**src/rtl/serdes_pkg.sv**
```systemverilog
// Shared definitions for the serial link stages (serialiser and deserialiser).
package serdes_pkg;

  // Default word width, common to the parallel-to-serial and serial-to-parallel stages.
  localparam int SERDES_N = 4;

  // Receiver frame state.
  typedef enum logic {
    S_IDLE     = 1'b0,
    S_ASSEMBLE = 1'b1
  } state_t;

endpackage

```
**src/rtl/sipo_shift_reg.sv**
```systemverilog
// N-bit right-shift register: new bits enter at the MSB, so after N shifts the
// first bit received sits at index 0. The combinational next value is exported
// so the owner can capture a completed word on the same edge as its last bit.
module sipo_shift_reg #(
  parameter int N = 4
) (
  input  logic         clk,
  input  logic         rst_n,
  input  logic         en,
  input  logic         clr,
  input  logic         din,
  output logic [N-1:0] q_next
);

  logic [N-1:0] q_reg;

  // Next value: shift when enabled (clr drops the older bits), else hold or clear.
  always_comb begin
    q_next = q_reg;
    if (en) begin
      q_next = clr ? {din, {(N-1){1'b0}}} : {din, q_reg[N-1:1]};
    end else if (clr) begin
      q_next = '0;
    end
  end

  // Register update with asynchronous reset.
  always_ff @(posedge clk or negedge rst_n) begin
    if (!rst_n) begin
      q_reg <= '0;
    end else begin
      q_reg <= q_next;
    end
  end

endmodule

```
**src/rtl/serial_to_parallel_rx.sv**
```systemverilog
// Deserialiser: rebuilds N-bit words from an LSB-first serial stream framed by
// SOF, and hands them to a consumer through a valid/ready holding register.
// Sticky flags report dropped words (OVERRUN) and aborted partial words (FRAME_ERR).
module serial_to_parallel_rx
  import serdes_pkg::*;
#(
  parameter int N = SERDES_N
) (
  input  logic         CLK,
  input  logic         n_Reset,
  input  logic         EN,
  input  logic         SERIAL_IN,
  input  logic         SOF,
  input  logic         READY,
  input  logic         CLR_ERR,
  output logic [N-1:0] DATAR,
  output logic         VALID,
  output logic         OVERRUN,
  output logic         FRAME_ERR
);

  localparam int CNT_W = $clog2(N);
  localparam logic [CNT_W-1:0] LAST_BIT = CNT_W'(N - 1);

  state_t           state_reg, state_next;
  logic [CNT_W-1:0] count_reg, count_next;
  logic [N-1:0]     datar_reg;
  logic             valid_reg;
  logic             overrun_reg;
  logic             frame_err_reg;

  logic             shift_en;
  logic             shift_clr;
  logic             word_done;
  logic             frame_abort;
  logic             hold_free;
  logic [N-1:0]     shift_next;

  sipo_shift_reg #(
    .N(N)
  ) u_shift (
    .clk    (CLK),
    .rst_n  (n_Reset),
    .en     (shift_en),
    .clr    (shift_clr),
    .din    (SERIAL_IN),
    .q_next (shift_next)
  );

  // The holding register can take a new word if it is empty or drained this cycle.
  assign hold_free = !valid_reg || READY;

  // Frame FSM: next state, bit counter and shift-register control.
  always_comb begin
    state_next  = state_reg;
    count_next  = count_reg;
    shift_en    = 1'b0;
    shift_clr   = 1'b0;
    word_done   = 1'b0;
    frame_abort = 1'b0;
    case (state_reg)
      S_IDLE: begin
        if (EN && SOF) begin
          shift_en   = 1'b1;
          shift_clr  = 1'b1;
          count_next = CNT_W'(1);
          state_next = S_ASSEMBLE;
        end
      end
      S_ASSEMBLE: begin
        if (EN) begin
          shift_en = 1'b1;
          if (SOF) begin
            // Restart: this bit becomes bit 0 of a fresh word.
            frame_abort = 1'b1;
            shift_clr   = 1'b1;
            count_next  = CNT_W'(1);
          end else if (count_reg == LAST_BIT) begin
            word_done  = 1'b1;
            count_next = '0;
            state_next = S_IDLE;
          end else begin
            count_next = count_reg + CNT_W'(1);
          end
        end
      end
      default: begin
        state_next = S_IDLE;
        count_next = '0;
      end
    endcase
  end

  // FSM state and bit counter registers.
  always_ff @(posedge CLK or negedge n_Reset) begin
    if (!n_Reset) begin
      state_reg <= S_IDLE;
      count_reg <= '0;
    end else begin
      state_reg <= state_next;
      count_reg <= count_next;
    end
  end

  // Output holding register with valid/ready handshake.
  always_ff @(posedge CLK or negedge n_Reset) begin
    if (!n_Reset) begin
      datar_reg <= '0;
      valid_reg <= 1'b0;
    end else begin
      if (word_done && hold_free) begin
        datar_reg <= shift_next;
        valid_reg <= 1'b1;
      end else if (valid_reg && READY) begin
        valid_reg <= 1'b0;
      end
    end
  end

  // Sticky error flags; a set condition beats CLR_ERR on the same edge.
  always_ff @(posedge CLK or negedge n_Reset) begin
    if (!n_Reset) begin
      overrun_reg   <= 1'b0;
      frame_err_reg <= 1'b0;
    end else begin
      if (word_done && !hold_free) begin
        overrun_reg <= 1'b1;
      end else if (CLR_ERR) begin
        overrun_reg <= 1'b0;
      end
      if (frame_abort) begin
        frame_err_reg <= 1'b1;
      end else if (CLR_ERR) begin
        frame_err_reg <= 1'b0;
      end
    end
  end

  assign DATAR     = datar_reg;
  assign VALID     = valid_reg;
  assign OVERRUN   = overrun_reg;
  assign FRAME_ERR = frame_err_reg;

endmodule

```
**config.mk**
```make
export PLATFORM = sky130hd
export DESIGN_NAME = serial_to_parallel_rx
export DESIGN_NICKNAME = d
export VERILOG_FILES = /design/src/rtl/serdes_pkg.sv /design/src/rtl/sipo_shift_reg.sv /design/src/rtl/serial_to_parallel_rx.sv
export SDC_FILE = /design/constraint.sdc
export NUM_CORES = 1
export LEC_CHECK = 0
export CAP_MARGIN = 20
export CORE_MARGIN = 3
export CORE_UTILIZATION = 47
export CTS_CLUSTER_SIZE = 40
export DETAILED_ROUTE_END_ITERATION = 12
export HOLD_SLACK_MARGIN = 0.1
export MAX_ROUTING_LAYER = met4
export PLACE_DENSITY = 0.84
export SLEW_MARGIN = 20
export SYNTH_ARGS = -nofsm -noshare
export SYNTH_HDL_FRONTEND = slang
export SYNTH_SLANG_ARGS = --single-unit
```
**constraint.sdc**
```tcl
create_clock -name CLK -period 1.6 [get_ports CLK]
set_input_delay 0.24 -clock CLK [delete_from_list [all_inputs] [get_ports CLK]]
set_output_delay 0.24 -clock CLK [all_outputs]
set_load 0.01 [all_outputs]
```
==> results.json, run 1 <==
{
  "routed_wl_um": 1210,
  "netlist-cell-type-count": 23,
  "cp.depth": 1,
  "fmax_ghz": 0.693,
  "synth_cells": 52,
  "critPathMaxFanout": 2,
  "reg2reg_to": "DATAR[2]",
  "wire_per_inst_um": 13.9,
  "critPathMaxStageDelay_ns": 0.54,
  "pin_count": 14,
  "crit_family": "buffers and inverters",
  "initial_core_util": 0.532,
  "antenna_found_initial": 0,
  "synth-seq-cells": 14,
  "reg2reg_from": "count_reg[0]",
  "portBuffers": 13,
  "tritoncts": "built",
  "drc": 0,
  "fin_crit_sh": 0.902,
  "grt_pass1_wl_um": 2150,
  "coreArea_um2": 1190,
  "grt_pass1_vias": 481,
  "post_cts_resize_count": 0,
  "vias": 456,
  "die_h_um": 42.6,
  "cts.sinks": 14,
  "syn_area_um2": 631,
  "cellLeakagePower_nw": 0.384,
  "startpoint": "DATAR[2]",
  "fin_setup_tns_ns": 0,
  "cts-buffers-inserted": 3,
  "path_buf_inv": 1,
  "mostFrequentLayoutCells": "14 x dfrtp_1, 13 x clkdlybuf4s50_1, 6 x buf_4",
  "worst_setup_path_start_kind": "register",
  "clockBufferDepth": 2,
  "finalHoldViolCount": 0,
  "reg2reg_slack_ns": 0.28,
  "gp_congestion": 0.795,
  "critPathKind": "register to output port",
  "row_count": 12,
  "track_usage": 0.168,
  "fin_nets": 82,
  "worstPathRequired_ns": 1.36,
  "cp.arrival_ns": 1.20,
  "final_common_cell": "dfrtp_1",
  "maxSlewViolCount": 0,
  "drt_first_pass_iters": 4,
  "syn2layout_area_growth_pct": 33.3,
  "p_total_mw": 1.23,
  "drv_cap": 0,
  "fp.dieW_um": 42.6,
  "slew-limit-headroom": 0.879,
  "crit_path_end": "DATAR[2]",
  "cts_setup_buffers": 0,
  "htreeDepth": 1,
  "endpoint_kind": "output port",
  "drtAntennaViolNets": 0,
  "rsz0062_at_grt": "false",
  "cts_hold_buf": 0,
  "layout-drive-gt1-share": 0.233,
  "overflow": 0,
  "fin_crit_ns": 1.44,
  "hold_slack_ns": 0.251,
  "ir_drop_uv": 930,
  "synth.avg_cell_area_um2": 12.1,
  "synth-seq-area-share": 0.556,
  "cts_root_buf": "clkbuf_4",
  "dpl_cell_area_um2": 805,
  "path_cells": "clkdlybuf4s50_1",
  "reg2reg_depth": 3,
  "yosysWarnings": 0,
  "die_area_um2": 1820,
  "antenna_cells": 0,
  "hold_path_class": "input pin to async pin",
  "fin_area_um2": 841,
  "drt-initial-drc-count": 3,
  "post-route-util": 0.709,
  "setup_viol": 0,
  "power.density_nw_per_um2": 1460,
  "clock_skew_ns": 0.00978,
  "tightest_slew_ns": 0.181,
  "slowest_stage": "clkdlybuf4s50_1",
  "synth_fp_nets": 60,
  "insertion_delay_ns": 0.29,
  "grt_max_degree": 15,
  "viasPerCell": 5.24,
  "clk_pin_slew_ns": 0.09,
  "status": "completed",
  "post-dp-hpwl_um": 917
}
final cells by class:
| class | instances | area, um2 |
|---|---|---|
| fillers | 86 | 345 |
| clock buffers | 4 | 36.3 |
| multi-input cells | 31 | 243 |
| well taps | 14 | 17.5 |
| repair buffers | 19 | 175 |
| inverters | 5 | 18.8 |
| flip-flops and latches | 14 | 350 |
metal layers:
| metal | global-route usage | wire length [um] | vias to the layer above |
|---|---|---|---|
| li1 | - | - | 225 |
| met1 | 0.196 | 544 | 216 |
| met2 | 0.263 | 580 | 12 |
| met3 | 0.0773 | 72 | 3 |
| met4 | 0.0373 | 10 | 0 |
| met5 | - | 0 | - |
synthesized netlist by cell type:
cell type,number,area (um2)
ha_1,1,12.5
buf_4,1,7.51
inv_2,1,3.75
a21oi_1,1,5.00
o2111a_4,1,20.0
mux2_2,1,11.3
nor2_1,1,3.75
mux2_4,3,45.0
nand2b_1,2,12.5
o2bb2ai_1,1,8.76
dfrtp_1,14,350
buf_6,1,11.3
inv_1,4,15.0
a31oi_1,1,6.26
a21o_1,1,7.51
nor2b_1,1,6.26
o22ai_1,1,6.26
o21ai_1,4,20.0
a22o_1,3,26.3
and3b_4,1,12.5
nand2_1,5,18.8
mux2i_1,1,10.0
nand3_1,2,10.0
worst reg2reg max path: stages (launching register included):
cell and delay (ns):
dfrtp_1 0.38, ha_1 0.24, o2111a_4 0.28, mux2_4 0.31
worst min path at each step:
stage / to / start / cells after the start
after floorplan: DATAR[0] / n_Reset / 0
after global placement: count_reg[1] / count_reg[1] / 1
after detailed placement: DATAR[3] / DATAR[3] / 1
after CTS: u_shift.q_reg[2] / n_Reset / 2
after global routing: u_shift.q_reg[2] / n_Reset / 2
final: u_shift.q_reg[2] / n_Reset / 2
kinds of logic (layout without fill, tap and decap cells):
logic type | after synthesis | in the layout | synth area share
simple gates | 12 | 12 | 0.101
compound gates | 13 | 13 | 0.159
buf+inv | 7 | 28 | 0.0595
mux | 5 | 5 | 0.105
fa+ha+maj | 1 | 1 | 0.0198
flops | 14 | 14 | 0.556
power breakdown:
group	switching, mW	internal, mW	leakage (nW)
Clock	0.115	0.139	0.0210
Sequential	0.0715	0.461	0.179
Combinational	0.176	0.264	0.185
stage by stage:
step	setup slack, ns	cells
floorplan	0.181	52
global placement	-0.0751	83
detailed placement	-0.132	83
CTS	0.131	87
global route	0.0889	87
finish	0.157	87
Power figures use the tool's default switching activity.
==> inputs of run 2 (changes only) <==
--- a/config.mk
+++ b/config.mk
@@ -13,6 +13,7 @@
 export HOLD_SLACK_MARGIN = 0.1
 export MAX_ROUTING_LAYER = met4
 export PLACE_DENSITY = 0.84
+export SKIP_CTS_REPAIR_TIMING = 1
 export SLEW_MARGIN = 20
 export SYNTH_ARGS = -nofsm -noshare
 export SYNTH_HDL_FRONTEND = slang
==> results of run 2 <==
No change in the layout: final DEF, timing and power equal those of run 1.
==> inputs of run 3 (changes only) <==
==> constraint.sdc (replaced) <==
create_clock -name CLK -period 1.6 [get_ports CLK]
set_input_delay 0.24 -clock CLK [delete_from_list [all_inputs] [get_ports CLK]]
set_output_delay 0.24 -clock CLK [all_outputs]
set_load 0.005 [all_outputs]
==> results of run 3 <==
The final DEF is identical to that of run 1. Status: completed.
Main changes from that run: setup slack after layout 0.157 ns -> 0.184 ns; start point of the critical path DATAR[2] -> SOF; total power 1.23 mW -> 1.20 mW; worst IR drop on VDD 930 uV -> 920 uV
